==> src/rtl/dma_host_pkg.sv <==
// Shared types and helpers for the DMA host responder.
// Holds the FSM state enum, the queued request record, the last-beat
// byte-enable helper and the address-derived payload pattern.
package dma_host_pkg;

    localparam int unsigned VADDR_W  = 48;
    localparam int unsigned LEN_W    = 28;
    localparam int unsigned LEN_W1   = LEN_W + 1;
    // Widest keep vector the helper can produce (1024-bit streams).
    localparam int unsigned MAX_KEEP = 128;

    typedef enum logic [2:0] {
        IDLE,
        LOAD,
        SRC,
        SNK,
        CPL
    } state_t;

    typedef struct packed {
        logic               d2h;
        logic [VADDR_W-1:0] addr;
        logic [LEN_W-1:0]   len;
    } dma_req_t;

    // Byte enables of the final beat of a len-byte transfer.
    function automatic logic [MAX_KEEP-1:0] lastkeep(input logic [LEN_W-1:0] len,
                                                     input int unsigned keep_w);
        int unsigned rem;
        rem = 32'(len) % keep_w;
        if (rem == 0) begin
            lastkeep = (MAX_KEEP'(1) << keep_w) - MAX_KEEP'(1);
        end else begin
            lastkeep = (MAX_KEEP'(1) << rem) - MAX_KEEP'(1);
        end
    endfunction

    // 64-bit lane value for a given beat; wraps modulo 2^64.
    function automatic logic [63:0] pattern(input logic [VADDR_W-1:0] addr,
                                            input logic [LEN_W1-1:0] beat,
                                            input int unsigned keep_w);
        pattern = 64'(addr) + 64'(beat) * 64'(keep_w);
    endfunction

endpackage

==> src/rtl/dma_req_fifo.sv <==
// Synchronous FIFO of DMA request records.
// Ports: aclk/areset (sync active-high), push/wdata, pop/rdata (show-ahead),
// full, empty, count. Push while full is accepted only with a same-cycle pop.
module dma_req_fifo
    import dma_host_pkg::*;
#(
    parameter int unsigned DEPTH = 4
) (
    input  logic                       aclk,
    input  logic                       areset,
    input  logic                       push,
    input  dma_req_t                   wdata,
    input  logic                       pop,
    output dma_req_t                   rdata,
    output logic                       full,
    output logic                       empty,
    output logic [$clog2(DEPTH):0]     count
);

    localparam int unsigned AW = $clog2(DEPTH);
    localparam int unsigned CW = AW + 1;

    dma_req_t        mem [DEPTH];
    logic [AW-1:0]   wr_ptr;
    logic [AW-1:0]   rd_ptr;
    logic            do_push;
    logic            do_pop;

    assign full    = (count == CW'(DEPTH));
    assign empty   = (count == '0);
    assign do_pop  = pop && !empty;
    assign do_push = push && (!full || do_pop);
    assign rdata   = mem[rd_ptr];

    // Storage is not reset; only pointers and count are.
    always_ff @(posedge aclk) begin
        if (do_push) begin
            mem[wr_ptr] <= wdata;
        end
    end

    always_ff @(posedge aclk) begin
        if (areset) begin
            wr_ptr <= '0;
            rd_ptr <= '0;
            count  <= '0;
        end else begin
            if (do_push) begin
                wr_ptr <= wr_ptr + AW'(1);
            end
            if (do_pop) begin
                rd_ptr <= rd_ptr + AW'(1);
            end
            case ({do_push, do_pop})
                2'b10:   count <= count + CW'(1);
                2'b01:   count <= count - CW'(1);
                default: count <= count;
            endcase
        end
    end

endmodule

==> src/rtl/dma_host_responder.sv <==
// Host-side responder for the DMA engine.
// Queues requests (req_*), sources an address-derived payload on h2d_* for
// host-to-device requests, sinks and checks d2h_* for device-to-host requests,
// and emits one completion (cpl_*) per request in order. busy is high while a
// request is queued or in progress. Sync active-high reset on areset.
module dma_host_responder
    import dma_host_pkg::*;
#(
    parameter int unsigned AXI_DATA_BITS = 512,
    parameter int unsigned KEEP_WIDTH    = AXI_DATA_BITS / 8,
    parameter int unsigned VADDR_BITS    = VADDR_W,
    parameter int unsigned LEN_BITS      = LEN_W,
    parameter int unsigned REQ_DEPTH     = 4
) (
    input  logic                     aclk,
    input  logic                     areset,
    input  logic                     req_valid,
    output logic                     req_ready,
    input  logic                     req_d2h,
    input  logic [VADDR_BITS-1:0]    req_addr,
    input  logic [LEN_BITS-1:0]      req_len,
    output logic [AXI_DATA_BITS-1:0] h2d_tdata,
    output logic [KEEP_WIDTH-1:0]    h2d_tkeep,
    output logic                     h2d_tvalid,
    input  logic                     h2d_tready,
    output logic                     h2d_tlast,
    input  logic [AXI_DATA_BITS-1:0] d2h_tdata,
    input  logic [KEEP_WIDTH-1:0]    d2h_tkeep,
    input  logic                     d2h_tvalid,
    output logic                     d2h_tready,
    input  logic                     d2h_tlast,
    output logic                     cpl_valid,
    input  logic                     cpl_ready,
    output logic                     cpl_d2h,
    output logic [LEN_BITS-1:0]      cpl_len,
    output logic                     cpl_err,
    output logic                     busy
);

    localparam int unsigned NLANES    = AXI_DATA_BITS / 64;
    localparam int unsigned CNT_BITS  = LEN_BITS + 1;
    localparam int unsigned FCNT_BITS = $clog2(REQ_DEPTH) + 1;

    state_t                  state, state_nxt;
    logic                    cur_d2h, cur_d2h_nxt;
    logic [VADDR_BITS-1:0]   cur_addr, cur_addr_nxt;
    logic [CNT_BITS-1:0]     last_idx, last_idx_nxt;
    logic [KEEP_WIDTH-1:0]   last_keep, last_keep_nxt;
    logic [CNT_BITS-1:0]     beat_cnt, beat_cnt_nxt;
    logic [LEN_BITS-1:0]     byte_cnt, byte_cnt_nxt;
    logic                    err, err_nxt;

    dma_req_t                fifo_wdata;
    dma_req_t                fifo_rdata;
    logic                    fifo_push;
    logic                    fifo_pop;
    logic                    fifo_full;
    logic                    fifo_empty;
    logic [FCNT_BITS-1:0]    fifo_count;

    logic [LEN_BITS-1:0]     head_len;
    logic [CNT_BITS-1:0]     nbeats;
    logic                    is_last_beat;
    logic [KEEP_WIDTH-1:0]   src_keep;
    logic [63:0]             src_word;

    function automatic logic [LEN_BITS-1:0] popcount(input logic [KEEP_WIDTH-1:0] k);
        logic [LEN_BITS-1:0] n;
        n = '0;
        for (int i = 0; i < KEEP_WIDTH; i++) begin
            n = n + LEN_BITS'(k[i]);
        end
        return n;
    endfunction

    // Byte counter saturates instead of wrapping during long drains.
    function automatic logic [LEN_BITS-1:0] sat_add(input logic [LEN_BITS-1:0] a,
                                                    input logic [LEN_BITS-1:0] b);
        logic [LEN_BITS:0] sum;
        sum = {1'b0, a} + {1'b0, b};
        return sum[LEN_BITS] ? '1 : sum[LEN_BITS-1:0];
    endfunction

    function automatic logic [CNT_BITS-1:0] beat_inc(input logic [CNT_BITS-1:0] c);
        return (c == '1) ? c : c + CNT_BITS'(1);
    endfunction

    // Request queue
    assign req_ready  = !fifo_full;
    assign fifo_push  = req_valid && req_ready;
    assign fifo_wdata = '{d2h: req_d2h, addr: VADDR_W'(req_addr), len: LEN_W'(req_len)};

    dma_req_fifo #(
        .DEPTH (REQ_DEPTH)
    ) u_fifo (
        .aclk   (aclk),
        .areset (areset),
        .push   (fifo_push),
        .wdata  (fifo_wdata),
        .pop    (fifo_pop),
        .rdata  (fifo_rdata),
        .full   (fifo_full),
        .empty  (fifo_empty),
        .count  (fifo_count)
    );

    // Transfer geometry of the queue head, consumed in LOAD.
    assign head_len = LEN_BITS'(fifo_rdata.len);
    assign nbeats   = (CNT_BITS'(head_len) + CNT_BITS'(KEEP_WIDTH - 1)) / CNT_BITS'(KEEP_WIDTH);

    // Source beat content is a pure function of registers, so it holds under stall.
    assign is_last_beat = (beat_cnt == last_idx);
    assign src_keep     = is_last_beat ? last_keep : '1;
    assign src_word     = pattern(VADDR_W'(cur_addr), LEN_W1'(beat_cnt), KEEP_WIDTH);

    assign h2d_tdata = (state == SRC) ? AXI_DATA_BITS'({NLANES{src_word}}) : '0;
    assign h2d_tkeep = (state == SRC) ? src_keep : '0;
    assign h2d_tlast = (state == SRC) && is_last_beat;

    assign cpl_d2h = cur_d2h;
    assign cpl_len = byte_cnt;
    assign cpl_err = err;
    assign busy    = (state != IDLE) || (fifo_count != '0);

    // Next-state, datapath updates and state-decoded strobes
    always_comb begin
        state_nxt     = state;
        cur_d2h_nxt   = cur_d2h;
        cur_addr_nxt  = cur_addr;
        last_idx_nxt  = last_idx;
        last_keep_nxt = last_keep;
        beat_cnt_nxt  = beat_cnt;
        byte_cnt_nxt  = byte_cnt;
        err_nxt       = err;
        fifo_pop      = 1'b0;
        h2d_tvalid    = 1'b0;
        d2h_tready    = 1'b0;
        cpl_valid     = 1'b0;

        unique case (state)
            IDLE: begin
                if (!fifo_empty) begin
                    state_nxt = LOAD;
                end
            end

            LOAD: begin
                fifo_pop      = 1'b1;
                cur_d2h_nxt   = fifo_rdata.d2h;
                cur_addr_nxt  = VADDR_BITS'(fifo_rdata.addr);
                last_idx_nxt  = nbeats - CNT_BITS'(1);
                last_keep_nxt = KEEP_WIDTH'(lastkeep(fifo_rdata.len, KEEP_WIDTH));
                beat_cnt_nxt  = '0;
                byte_cnt_nxt  = '0;
                err_nxt       = 1'b0;
                if (head_len == '0) begin
                    err_nxt   = 1'b1;
                    state_nxt = CPL;
                end else if (fifo_rdata.d2h) begin
                    state_nxt = SNK;
                end else begin
                    state_nxt = SRC;
                end
            end

            SRC: begin
                h2d_tvalid = 1'b1;
                if (h2d_tready) begin
                    beat_cnt_nxt = beat_inc(beat_cnt);
                    byte_cnt_nxt = sat_add(byte_cnt, popcount(src_keep));
                    if (is_last_beat) begin
                        state_nxt = CPL;
                    end
                end
            end

            SNK: begin
                d2h_tready = 1'b1;
                if (d2h_tvalid) begin
                    beat_cnt_nxt = beat_inc(beat_cnt);
                    byte_cnt_nxt = sat_add(byte_cnt, popcount(d2h_tkeep));
                    if (d2h_tlast) begin
                        state_nxt = CPL;
                        if (beat_cnt < last_idx) begin
                            err_nxt = 1'b1;
                        end else if (is_last_beat && (d2h_tkeep != last_keep)) begin
                            err_nxt = 1'b1;
                        end
                    end else if (is_last_beat) begin
                        // Missing tlast: flag and keep draining until it arrives.
                        err_nxt = 1'b1;
                    end
                end
            end

            CPL: begin
                cpl_valid = 1'b1;
                if (cpl_ready) begin
                    state_nxt = IDLE;
                end
            end

            default: begin
                state_nxt = IDLE;
            end
        endcase
    end

    // State and datapath registers
    always_ff @(posedge aclk) begin
        if (areset) begin
            state     <= IDLE;
            cur_d2h   <= 1'b0;
            cur_addr  <= '0;
            last_idx  <= '0;
            last_keep <= '0;
            beat_cnt  <= '0;
            byte_cnt  <= '0;
            err       <= 1'b0;
        end else begin
            state     <= state_nxt;
            cur_d2h   <= cur_d2h_nxt;
            cur_addr  <= cur_addr_nxt;
            last_idx  <= last_idx_nxt;
            last_keep <= last_keep_nxt;
            beat_cnt  <= beat_cnt_nxt;
            byte_cnt  <= byte_cnt_nxt;
            err       <= err_nxt;
        end
    end

endmodule

==> config.mk <==
export PLATFORM = sky130hd
export DESIGN_NAME = dma_host_responder
export DESIGN_NICKNAME = d
export VERILOG_FILES = /design/src/rtl/dma_host_pkg.sv /design/src/rtl/dma_req_fifo.sv /design/src/rtl/dma_host_responder.sv
export SDC_FILE = /design/constraint.sdc
export NUM_CORES = 1
export LEC_CHECK = 0
export BUFFER_PORTS_ARGS = -buffer_cell sky130_fd_sc_hd__buf_2
export CELL_PAD_IN_SITES_DETAIL_PLACEMENT = 0
export CELL_PAD_IN_SITES_GLOBAL_PLACEMENT = 1
export CORE_AREA = 2 2 490 492
export DETAILED_ROUTE_END_ITERATION = 8
export DIE_AREA = 0 0 492 494
export PLACE_DENSITY = 0.34
export SYNTH_ARGS = -nofsm -noshare
export SYNTH_HDL_FRONTEND = slang
export SYNTH_SLANG_ARGS = --single-unit
==> constraint.sdc <==
create_clock -name aclk -period 25.3 [get_ports aclk]
set_clock_uncertainty 0.1 [all_clocks]
set_input_delay 5.06 -clock aclk [delete_from_list [all_inputs] [get_ports aclk]]
set_output_delay 5.06 -clock aclk [all_outputs]
set_load 0.05 [all_outputs]
After elaboration in Yosys (flattened, before gate mapping)
Memory sizes are Yosys's and may differ from the RTL's. A register that Yosys moved wholly into a read port is not among the register bits.
Cells that the tools add are included.

storage, ports and cells
  bits in writable memories = 308
  memories kept = 1
  word-level logic and storage cells = 228
  input bits = 660
  register bits after elaboration = 210

operators by class
  add/subtract/negate cells = 137
  muxes and demuxes = 38
  magnitude comparators = 1
  shift-type cells = 1
  reduce and logical (&&, ||, !) cells = 21
  equality and inequality tests = 18

memory list
  name        words  bits a word  read ports  clocked after memory_dff  write ports  RTL line            source
  u_fifo.mem  4      77           1           1                         1            dma_req_fifo.sv:23  dma_req_t mem [DEPTH];

operators by type and width
  operator               number
  $add 28x1->28          72
  $mux 497               1
  $mux 64                3
  $mux 28                4
  $mux 29                3
  $pmux 29 s3            1
  $pmux 28 s3            1
  $ne 64x64->1           1
  $shl 1x6->64 const A   1
  $sub 64x2->64 const B  1
  $add 28x28->29         2
  $add 27x1->28          2
  $add 26x1->27          2
  $add 25x1->26          2
  $add 24x1->25          2
  $add 48x35->49         1
  $add 23x1->24          2
  $add 22x1->23          2
  $add 21x1->22          2
  $add 20x1->21          2
  $add 19x1->20          2
  $add 18x1->19          2
  $add 17x1->18          2
  $add 16x1->17          2
  other kinds (49)       101

Logic depth before layout (Yosys ltp)
  word-level depth = 69
  depth in mapped cells = 33
  mapped depth without buffers = 30

Cells and area by module
Synthesis repeated with hierarchy kept, for this count alone.

unflattened totals
  cells, all modules = 3,238
  area, all modules = 32,956.6 µm²

modules (own cells, without submodules)
  module              area each (µm²)  cells each  times used
  dma_host_responder  21,326.7         2,781       1
  dma_req_fifo        11,629.9         457         1

Worst setup path after synthesis
OpenSTA, ideal clock, no wires.

  path kind = input-to-reg
  start = in d2h_tkeep[53]
  end = reg byte_cnt[23] (netlist: cpl_len[23])
  data required time = 25,077 ps
  path slack = 13,583 ps
  library setup time = 123 ps
  stages on the path = 25
  arrival = 11,494 ps
  path through = fa_1 > inv_1 > fa_1 > inv_1 > fa_1 > inv_1 > fa_1 > inv_1 > fa_1 > inv_1 > fa_1 > fa_1 > fa_1 > inv_1 > fa_1 > fa_1 > a21o_1 > a21oi_1 > o21ai_0 > a21oi_1 > o21ba_2 > nor2_1 > or3_1 > a21oi_1 > o22ai_1

between the ends
  longest elaborated chain between the ends = 15

RTL lines
  item                          RTL line                   source
  from (decl)                   dma_host_responder.sv:28   input logic [KEEP_WIDTH-1:0] d2h_tkeep,
  $add 28x1->28 (11 in series)  dma_host_responder.sv:71   n = n + LEN_BITS'(k[i]);
  $add 28x28->29                dma_host_responder.sv:80   sum = {1'b0, a} + {1'b0, b};
  $mux 28                       dma_host_responder.sv:81   return sum[LEN_BITS] ? '1 : sum[LEN_BITS-1:0];
  $mux 28                       dma_host_responder.sv:179  if (d2h_tvalid) begin
  $pmux 28 s3                   dma_host_responder.sv:140  unique case (state)
  to (signal assigned)          dma_host_responder.sv:227  byte_cnt <= byte_cnt_nxt;
  to (decl)                     dma_host_responder.sv:50   logic [LEN_BITS-1:0] byte_cnt, byte_cnt_nxt;

Every way passes these cells. The select of a mux whose other input is x is not followed.
A chain may end at the register's enable or synchronous reset.

Final worst setup path
  start = in d2h_tkeep[53]
  end = reg byte_cnt[21] (netlist: cpl_len[21])

Same word-level chain as after synthesis.

==> metrics.yaml <==
run_status:
  status: "complete, no violations"
timing:
  relSlewSlack: 0.279
  fmaxAchievable_ghz: 0.0820
  tightest_slew_ps: 1080
  rsz0062_at_grt: "no"
  final.setup.tns_ps: 0
  worst_slack_ps: 13110
  setup_viol: 0
  fin_crit_ps: 12190
  drv_slew: 0
  hold_viol_final: 0
  timing.final.crit_share: 0.482
critical_path:
  rr_startpoint: "last_idx[27]"
  worstSetupPathType: "input port to register"
  r2r_cells: 31
  cp-endpoint: "cpl_len[21]"
  r2r_end: "cpl_len[9]"
  crit_start: "d2h_tkeep[53]"
  cp-end-kind: "register"
  cp_max_fo: 10
  required_ps: 25730
  critPathArrivalTime_ps: 12620
  rrSetupSlack_ps: 14180
  startpoint_type: "input port"
worst_hold_path:
  hold_path_depth: 2
  hold_class: "register to register"
synthesis:
  seq_area_frac_synth: 0.410
  synth_cells: 3200
  yosysWarnings: 0
  synth_area_leaders: "edfxtp_1 (28%), dfxtp_1 (13%), buf_4 (11%), fa_1 (7.0%), mux4_2 (5.2%)"
  syn-cell-area_mm2: 0.0327
  synth_area_per_cell_um2: 10.2
  synth_ff_type: "edfxtp_1"
  ys_seq_elements: 515
  yosys.area.top_type: "edfxtp_1"
  yosysUniqueCellTypes: 80
  synth_edf_count: 308
  synth.top_cell.area_share: 0.283
  async_reset_ff_frac: 0
floorplan:
  die_h_um: 494
  io_pins: 1272
  fp.dieW_um: 492
  die-area_mm2: 0.243
  start_util: 0.138
  core_mm2: 0.237
  rows: 179
route:
  dr.pass1.iters: 5
  via_count: 23900
  drt_iter0_drc: 1391
  post-route-drc-count: 0
  vias_per_cell: 3.55
  wire_per_inst_um: 20.5
  totalWireLength_mm: 137
  ant_nets: 0
cells_and_area:
  final_cell_mix: "buf_2 (638), edfxtp_1 (308), nand2_1 (249)"
  final_common_cell: "buf_2"
  final_cell_area_mm2: 0.0390
  fillCellCount: 26600
  final_nets: 4371
  area_growth_pct: 19.4
  drive_gt1_frac: 0.267
clock_tree:
  cts_resized: 0
  postCtsSetupRepairBufs: 0
  path_clk_slew_ps: 60
  cts_tree: "done"
  cts_buffers: 71
  clock_latency_ps: 680
  cts-htree-levels: 3
  cts_hold_buf: 0
  clockBufferDepth: 3
  cts_root_buffer: "clkbuf_16"
  clock_sinks: 515
placed_design:
  place_ws_ps: 12370
  dp_hpwl_mm: 106
  dpl_cell_area_mm2: 0.0367
  io_buffers: 639
  gp_congestion: 0.779
global_route:
  gr-total-overflow: 0
  grt_pass1_wl_mm: 190
  antenna_found_initial: 47
  grt_pass1_vias: 23600
  grt_max_degree: 155
  grt_usage: 0.110
flow_run:
  cap_viol_max_count: 0
-- logic make-up after synthesis --
logic type	Yosys count	share of synthesized area
and+or+nand+nor	844	0.123
buffers and inverters	774	0.143
AOI/OAI and AO/OA	583	0.108
DFF	515	0.410
adders and majority gates	234	0.116
xor gates and xnor gates	157	0.0421
muxes	92	0.0581
other	1	0.000115
-- worst min-delay path by stage --
stage                 startpoint            to  slack [ps]
CTS                  last_idx[6]   last_idx[6]         350
finish              last_idx[15]  last_idx[15]         350
detailed placement   cur_addr[3]   cur_addr[3]         350
floorplan            cur_addr[0]   cur_addr[0]         330
global route         cur_addr[3]   cur_addr[3]         370
global placement     cur_addr[5]   cur_addr[5]         340
-- per-stage QoR --
| stage | hold slack [ps] | util | cells |
|---|---|---|---|
| final | 350 | 0.164 | 6713 |
| after global routing | 367 | 0.164 | 6703 |
| after CTS | 353 | 0.164 | 6700 |
| after detailed placement | 345 | 0.155 | 6571 |
| after global placement | 340 | 0.155 | 6571 |
| after floorplan | 332 | - | 3319 |
-- worst max-delay path, stage by stage --
cell,delay (ps)
buf_2,130
fa_1,540
inv_1,60
fa_1,510
inv_1,50
fa_1,480
inv_1,50
fa_1,510
inv_1,60
fa_1,490
inv_1,50
fa_1,500
fa_1,430
fa_1,500
inv_1,50
fa_1,420
fa_1,420
a21o_1,170
a21oi_1,290
o21ai_0,190
a21oi_1,310
o21bai_1,250
nand3_1,520
nand4_1,160
a221oi_1,320
a211oi_1,80
-- layer usage --
layer / up-vias / track usage / wire length [um]
met2: 798 / 0.163 / 59100
met5: - / 0 / 263
li1: 11200 / - / -
met3: 156 / 0.0231 / 7660
met1: 11600 / 0.160 / 67700
met4: 40 / 0.0287 / 2830
-- cell usage after synthesis (all sizes together) (30+ instances only) --
cell / instances
buf: 484
edfxtp: 308
nand2: 252
nor2: 232
dfxtp: 207
a21oi: 196
inv: 174
o21ai: 155
ha: 120
clkbuf: 114
fa: 114
xor2: 104
mux4: 77
and2: 59
xnor2: 53
nor3: 51
nand3: 47
a21o: 45
or2: 45
a31oi: 39
nand4: 38
nor4: 30
-- area by class of cell --
cell class / count / area (um2) / share of cell area
Sequential cell: 515 / 13400 / 0.343
Clock buffer: 93 / 1930 / 0.0495
Multi-Input combinational cell: 2030 / 15100 / 0.388
Antenna cell: 13 / 32.5 / 0.000833
Inverter: 176 / 661 / 0.0169
Timing Repair Buffer: 683 / 3550 / 0.0909
Tap cell: 3167 / 3960 / 0.102
Clock inverter: 36 / 368 / 0.00942
-- sequential cells by signal, indices dropped and copies added (netlist names), named ones only --
signal	count
cur_addr	48
u_fifo.mem	308
cpl_err	1
cpl_d2h	1
state	3
u_fifo.rd_ptr	2
u_fifo.count	3
last_idx	24
last_keep	64
u_fifo.wr_ptr	2
cpl_len	28
beat_cnt	29
Power is not shown: default switching activity piles up to over one toggle a cycle in this logic, so the estimate is an artifact.
